### config.mk
export PLATFORM = sky130hd
export DESIGN_NAME = pc_ir_unit
export DESIGN_NICKNAME = d
export VERILOG_FILES = /design/src/rtl/pc_ir_unit.sv
export SDC_FILE = /design/constraint.sdc
export NUM_CORES = 1
export LEC_CHECK = 0
export BUFFER_PORTS_ARGS = -buffer_cell sky130_fd_sc_hd__buf_4
export CORE_ASPECT_RATIO = 1.1
export CORE_UTILIZATION = 41
export CTS_BUF_LIST = sky130_fd_sc_hd__clkbuf_16
export CTS_CLUSTER_SIZE = 16
export DETAILED_ROUTE_END_ITERATION = 8
export HOLD_SLACK_MARGIN = 0.1
export PLACE_DENSITY = 0.8
export SETUP_SLACK_MARGIN = 0.1
export SYNTH_ARGS = -nofsm -noshare
export SYNTH_HDL_FRONTEND = slang
export SYNTH_SLANG_ARGS = --single-unit
### constraint.sdc
create_clock -name CLK -period 3.67 [get_ports CLK]
set_input_delay 0.734 -clock CLK [delete_from_list [all_inputs] [get_ports CLK]]
set_output_delay 0.734 -clock CLK [all_outputs]
set_load 0.05 [all_outputs]
### src/rtl/pc_ir_unit.sv
// pc_ir_unit: datapath register stage of the multi-cycle CPU.
// Holds PC, IR, MDR and ALUOut, resolves the branch-taken decision from the
// ALU flags, drives the memory address mux and counts fetches and taken
// branches. PC arithmetic is performed entirely by the ALU.
module pc_ir_unit #(
  parameter int               WIDTH    = 16,
  parameter logic [WIDTH-1:0] RESET_PC = 16'h0000,
  parameter int               CNT_W    = 16
) (
  input  logic             CLK,
  input  logic             Reset,
  input  logic             pc_write,
  input  logic             pc_src,
  input  logic             branch,
  input  logic [1:0]       branch_type,
  input  logic             ir_write,
  input  logic             iod,
  input  logic             mem_r,
  input  logic [WIDTH-1:0] mem_rdata,
  input  logic [WIDTH-1:0] alu_result,
  input  logic             alu_zero,
  input  logic             alu_neg,
  output logic [WIDTH-1:0] mem_addr,
  output logic [WIDTH-1:0] pc,
  output logic [WIDTH-1:0] ir,
  output logic [6:0]       control_field,
  output logic [WIDTH-1:0] mdr,
  output logic [WIDTH-1:0] alu_out,
  output logic             branch_taken,
  output logic [CNT_W-1:0] fetch_count,
  output logic [CNT_W-1:0] taken_count
);

  localparam logic [CNT_W-1:0] CNT_ONE = {{(CNT_W-1){1'b0}}, 1'b1};

  // Branch condition selected by branch_type. Signed compares rely on the
  // ALU sign bit only, so they are valid while the difference fits WIDTH.
  function automatic logic branch_cond(input logic [1:0] bt,
                                       input logic       zero,
                                       input logic       neg);
    logic c;
    case (bt)
      2'b00:   c = zero;    // beq
      2'b01:   c = ~zero;   // bne
      2'b10:   c = neg;     // blt
      2'b11:   c = ~neg;    // bge
      default: c = 1'b0;
    endcase
    return c;
  endfunction

  logic [WIDTH-1:0] pc_r;
  logic [WIDTH-1:0] ir_r;
  logic [WIDTH-1:0] mdr_r;
  logic [WIDTH-1:0] alu_out_r;
  logic [CNT_W-1:0] fetch_count_r;
  logic [CNT_W-1:0] taken_count_r;

  logic             cond_s;
  logic             taken_s;
  logic [WIDTH-1:0] pc_next_s;
  logic [WIDTH-1:0] mem_addr_s;

  // Branch resolution and next-PC selection.
  always_comb begin
    cond_s    = branch_cond(branch_type, alu_zero, alu_neg);
    taken_s   = branch & pc_write & cond_s;
    pc_next_s = pc_r;
    if (pc_write) begin
      if (branch) begin
        if (cond_s) begin
          pc_next_s = alu_out_r;
        end else begin
          pc_next_s = pc_r;
        end
      end else begin
        pc_next_s = pc_src ? alu_out_r : alu_result;
      end
    end else begin
      pc_next_s = pc_r;
    end
  end

  // Memory address mux: instruction fetch from PC, data access from ALUOut.
  always_comb begin
    mem_addr_s = pc_r;
    if (iod) begin
      mem_addr_s = alu_out_r;
    end else begin
      mem_addr_s = pc_r;
    end
  end

  // Architectural registers; IR captures data addressed by the old PC on a
  // fetch edge while PC advances on that same edge.
  always_ff @(posedge CLK or posedge Reset) begin
    if (Reset) begin
      pc_r      <= RESET_PC;
      ir_r      <= {WIDTH{1'b0}};
      mdr_r     <= {WIDTH{1'b0}};
      alu_out_r <= {WIDTH{1'b0}};
    end else begin
      pc_r      <= pc_next_s;
      alu_out_r <= alu_result;
      if (ir_write) begin
        ir_r <= mem_rdata;
      end else begin
        ir_r <= ir_r;
      end
      if (mem_r) begin
        mdr_r <= mem_rdata;
      end else begin
        mdr_r <= mdr_r;
      end
    end
  end

  // Fetch and taken-branch counters; both wrap silently.
  always_ff @(posedge CLK or posedge Reset) begin
    if (Reset) begin
      fetch_count_r <= {CNT_W{1'b0}};
      taken_count_r <= {CNT_W{1'b0}};
    end else begin
      if (ir_write) begin
        fetch_count_r <= fetch_count_r + CNT_ONE;
      end else begin
        fetch_count_r <= fetch_count_r;
      end
      if (taken_s) begin
        taken_count_r <= taken_count_r + CNT_ONE;
      end else begin
        taken_count_r <= taken_count_r;
      end
    end
  end

  assign mem_addr      = mem_addr_s;
  assign pc            = pc_r;
  assign ir            = ir_r;
  assign control_field = ir_r[6:0];
  assign mdr           = mdr_r;
  assign alu_out       = alu_out_r;
  assign branch_taken  = taken_s;
  assign fetch_count   = fetch_count_r;
  assign taken_count   = taken_count_r;

endmodule

## Word level (Yosys, flattened, before mapping)

Index checks and enable logic that the tools add are counted.

| operators by class | value |
|---|---|
| add/sub/neg operators | 2 |
| equality and inequality tests | 4 |
| muxes and demuxes | 5 |
| bitwise gates (word level) | 4 |
| reductions and logical operators | 2 |

Operators by type and width:

| operator | number |
|---|---|
| $mux W16 | 4 |
| $add A16 B1 Y16 const B | 2 |
| $eq A2 B2 Y1 const B | 2 |
| $pmux W1 S4 | 1 |
| $and A1 B1 Y1 | 2 |
| $eq A2 B1 Y1 const B | 1 |
| $logic_not A2 Y1 | 1 |
| $ne A2 B1 Y1 const B | 1 |
| $not A1 Y1 | 2 |
| $reduce_and A2 Y1 | 1 |

| storage, ports and cells | value |
|---|---|
| register bits after elaboration | 96 |
| input port bits | 44 |
| output and inout port bits | 120 |

## Longest topological paths before layout

| logic depth | value |
|---|---|
| word-level depth | 4 |
| mapped depth | 5 |
| depth with buffers taken out | 5 |

## Worst setup path before layout

OpenSTA, ideal clock, no wires.

| timing path | value |
|---|---|
| path type | in2out |
| start point | in iod |
| end point | out mem_addr[10] |
| data arrival time | 1833 ps |
| data required time | 2936 ps |
| setup slack | 1103 ps |
| stages on the path | 3 |
| buffers on the path | 2 |
| path through | clkbuf_1 buf_1 mux2_2 |

| on the way | value |
|---|---|
| cells in the longest elaborated chain, start to end | 1 |

Ends and longest elaborated chain:

| element | line | source |
|---|---|---|
| from (decl) | 17 | `input logic iod,` |
| $mux W16 | 87 | `if (iod) begin` |
| to (decl) | 23 | `output logic [WIDTH-1:0] mem_addr,` |

No other way between the ends.

## Final worst setup path

| timing path | value |
|---|---|
| start point | in branch_type[1] |
| end point | out branch_taken |

| on the way | value |
|---|---|
| cells in the longest elaborated chain, start to end | 3 |
| elaborated cells between the ends (all ways) | 6 |

Ends and longest elaborated chain:

| element | line | source |
|---|---|---|
| from (decl) | 15 | `input logic [1:0] branch_type,` |
| $eq A2 B2 Y1, or another cell as far along | 42 | `case (bt)` |
| $pmux W1 S4 (*) | 42 |  |
| $and A1 B1 Y1 (*) | 67 | `taken_s = branch & pc_write & cond_s;` |
| to (decl) | 29 | `output logic branch_taken,` |

Every way passes the cells marked *; elsewhere a longest branch is shown, timed or not.

==> results.md <==
Status:
- The flow ran to the end, and the final reports show no timing, DRC or antenna violations.

Timing:
- Across all hold checks on the routed design, the worst slack comes to 389 ps.
- The highest attainable clock frequency is 0.392 GHz.
- Setup repair after global routing left no endpoint under its margin.
- The transition time at the pin with the least slew margin is 954 ps.
- After layout, the worst setup slack is 1120 ps.
- The post-route clock period utilization is 0.695.
- After layout, the minimum clock period comes to 2550 ps.
- The post-route setup TNS is 0 ps.
- The final-report hold violation count was 0.
- The worst clock skew on the final layout is 4.04 ps.
- Setup violations remaining at the end of the flow were counted as 0.
- The max-slew violation count is 0.
- In this run the tightest slew margin relative to its limit is 0.360.

Finish:
- Compared with the post-synthesis result, the final layout area differs by 40.1%.
- The number of nets in the finished design is 499.
- The combined area of the multi-input logic cells is 1550 um2.
- The fraction of final layout cells with drive strength greater than 1 is 0.585.
- 0 antenna diodes ended up in the layout.
- The core occupancy in the finished layout is 0.601.
- Summing all flip-flop and latch instances after layout gives 2400 um2.
- Counting the fill cells in the layout gives 763.

Global routing:
- After global routing the overflow that remains totals 0.
- In the global route stage, overall resource usage came out at 0.167.
- The number of antenna violations at the first check in global routing came to 0.
- Entering global routing, the biggest net connects 35 pins.
- The first-pass GRT wire length is 13,800 um.
- The number of global-route vias before repair is 2,852.

Yosys:
- Synthesis produced 292 cells.
- The number of storage elements in the synthesis netlist is 96.
- In the post-synthesis netlist, the biggest area contributors are sky130_fd_sc_hd__dfrtp_1, sky130_fd_sc_hd__mux2_2, sky130_fd_sc_hd__xnor2_1.
- The synthesized area divided by synthesized cell count is 13.9 um2.
- For this run, the register share of the synthesized area comes to 0.590.
- The number of distinct library cells after synthesis is 26.
- The synthesized design spends more area on one cell type than any other, namely sky130_fd_sc_hd__dfrtp_1.
- The mapped netlist covers 4070 um2.
- During synthesis, Yosys emitted a total of 0 warnings.
- The net count after synthesis is 338.
- Of the post-synthesis cell area, the dominant cell type holds 0.590.

Route:
- The vias after detailed routing is 2,871.
- In this run the remaining antenna-violating nets after routing total 0.
- The detailed router finished its first iteration with 58 violations.
- The detailed-route wire length is 8390 um.
- The post-detailed-route via-to-cell ratio is 4.99.
- The pre-antenna-repair detailed-routing pass consisted of 4 iterations.
- The count of unresolved DRC violations after routing is 0.
- After detailed routing, the average wire length per cell comes to 14.6 um.

Clock network:
- Counting the buffers created by CTS gives 9.
- The longest clock path from root to sink contains 2 buffers.
- The total number of H-tree levels is 3.
- The number of clock sinks is 96.
- Post-CTS repair changed the size of 0 cells.
- The master cell of the clock root buffer is sky130_fd_sc_hd__clkbuf_16.
- For the worst-skew pair, the clock arrives at the later sink with an insertion delay of 330 ps.
- After clock tree synthesis, the clock-pin slew on the worst setup and hold paths is 60 ps.
- TritonCTS built the clock tree.
- In this run the post-CTS setup repair buffer count came out at 0.
- The number of hold buffers added after CTS is 0.

Placement:
- During placement, the flow inserted port buffers numbering 163.
- Once detailed placement completed, the half-perimeter wirelength came to 6190 um.
- The congestion estimate from routability-driven global placement came to 0.800.
- Timing analysis after detailed placement gives a worst setup slack of 1130 ps.

Worst setup path:
- The number of cells on the worst reg-to-reg path is 5.
- STA puts the critical path data arrival time at 1820 ps.
- Across all register-to-register paths, the minimum setup slack is 2260 ps.
- The required time at the endpoint of the critical path is 2940 ps.
- The worst setup path is captured at an output port.
- The startpoint type of the worst setup path is an input port.
- The capturing instance or port of the critical path is branch_taken.
- In this run the worst setup path begins at branch_type[1].
- In this run the critical register-to-register path is launched from fetch_count[0].
- The terminus of the critical flop-to-flop path is fetch_count[12].
- The highest fanout seen on the critical path is 12.
- The classification of the worst setup path is input port to output port.

Floorplan:
- The initialized floorplan defines 37 standard-cell rows.
- In this run the horizontal extent of the chip is 97 um.
- The area inside the core boundary is 9490 um2.
- 164 I/O pins were placed.
- The die is 107 um tall.
- The total die area is 10,300 um2.
- The starting utilization of the core area is 0.429.

Pwr:
- VDD sags by at most 0.398 mV.
- The leakage power is 2.74 nW.
- Power spread over the standard cell area amounts to 636 nW/um2.

Hold path:
- The classification of the worst-slack hold path is input port to asynchronous set/reset pin.

Job:
- Max-cap violations in this run came to 0.
==> worst min path at each step <==
stage	startpoint	endpoint	slack, ps	depth (start not counted)
final	Reset	fetch_count[6]	390	2
after floorplan	alu_result[0]	alu_out[0]	770	0
after global routing	Reset	fetch_count[6]	420	2
after CTS	Reset	fetch_count[6]	390	2
after global placement	taken_count[15]	taken_count[15]	460	1
after detailed placement	taken_count[15]	taken_count[15]	480	1
==> Yosys cell counts, drive strengths merged <==
cell    instances
dfrtp          96
nand4          10
a21boi          1
or2             1
nor2            8
and3b           1
clkbuf          4
nor3            4
xnor2          16
nand3          11
buf            13
nand2          15
xor2           15
ha              2
mux2           81
nor4            7
inv             3
mux2i           2
and3            2
==> where the power goes <==
group | total [mW] | internal, mW | switching, mW
clock | 1.03 | 0.656 | 0.370
sequential | 1.36 | 1.20 | 0.154
combinational | 1.24 | 0.409 | 0.834
total | 3.63 | 2.27 | 1.36
==> state kept, by name, summed over array words and instances (netlist names) <==
name	flops
alu_out	16
fetch_count	16
ir	16
mdr	16
pc	16
taken_count	16
==> stage by stage <==
step	total power [mW]	instances	area, um2
finish	3.63	575	5700
global route	3.77	575	5700
CTS	3.67	575	5700
detailed placement	2.63	559	5370
global placement	2.60	559	5370
floorplan	2.24	292	4070
==> layout make-up <==
cell class,instances,area share
flip-flops and latches,96,0.421
multi-input cells,176,0.273
repair buffers,167,0.220
clock buffers,9,0.0395
well taps,117,0.0257
clock inverters,7,0.0184
inverters,3,0.00241
==> logic make-up (layout without fill, tap and decap cells) <==
family                   after synthesis  in the layout  synth area share
flip-flops                            96             96             0.590
adder cells (fa/ha/maj)                2              2           0.00615
buffers and inverters                 20            186            0.0280
AND/OR/NAND/NOR                       59             59            0.0762
AO/OA/AOI/OAI                          1              1           0.00277
XOR/XNOR                              31             31            0.0667
multiplexers                          83             83             0.230
==> cells in the final DEF, fill, tap and decap left out, types with 2 or more instances in the layout <==
cell and n:
sky130_fd_sc_hd__nand2_1 15, sky130_fd_sc_hd__inv_1 6, sky130_fd_sc_hd__nor3_1 4, sky130_fd_sc_hd__nor4_1 6
sky130_fd_sc_hd__buf_4 167, sky130_fd_sc_hd__bufinv_16 3, sky130_fd_sc_hd__mux2_2 81, sky130_fd_sc_hd__nand3_1 11
sky130_fd_sc_hd__xor2_1 15, sky130_fd_sc_hd__nor2_1 8, sky130_fd_sc_hd__clkbuf_16 9, sky130_fd_sc_hd__ha_1 2
sky130_fd_sc_hd__xnor2_1 16, sky130_fd_sc_hd__dfrtp_1 96, sky130_fd_sc_hd__nand4_1 9
==> routing by layer <==
layer / share of wire / vias up / GRT usage
li1: - / 1346 / -
met1: 0.43 / 1412 / 0.213
met2: 0.50 / 105 / 0.276
met3: 0.064 / 8 / 0.0460
met4: 0.011 / 0 / 0.0533
met5: 0 / - / 0
==> critical path, stage by stage <==
cell and delay [ps]:
sky130_fd_sc_hd__buf_4 90, sky130_fd_sc_hd__mux2i_2 250, sky130_fd_sc_hd__mux2i_1 210, sky130_fd_sc_hd__buf_4 200, sky130_fd_sc_hd__inv_1 120, sky130_fd_sc_hd__buf_4 210
No activity file was read; power rests on OpenSTA's default activity.
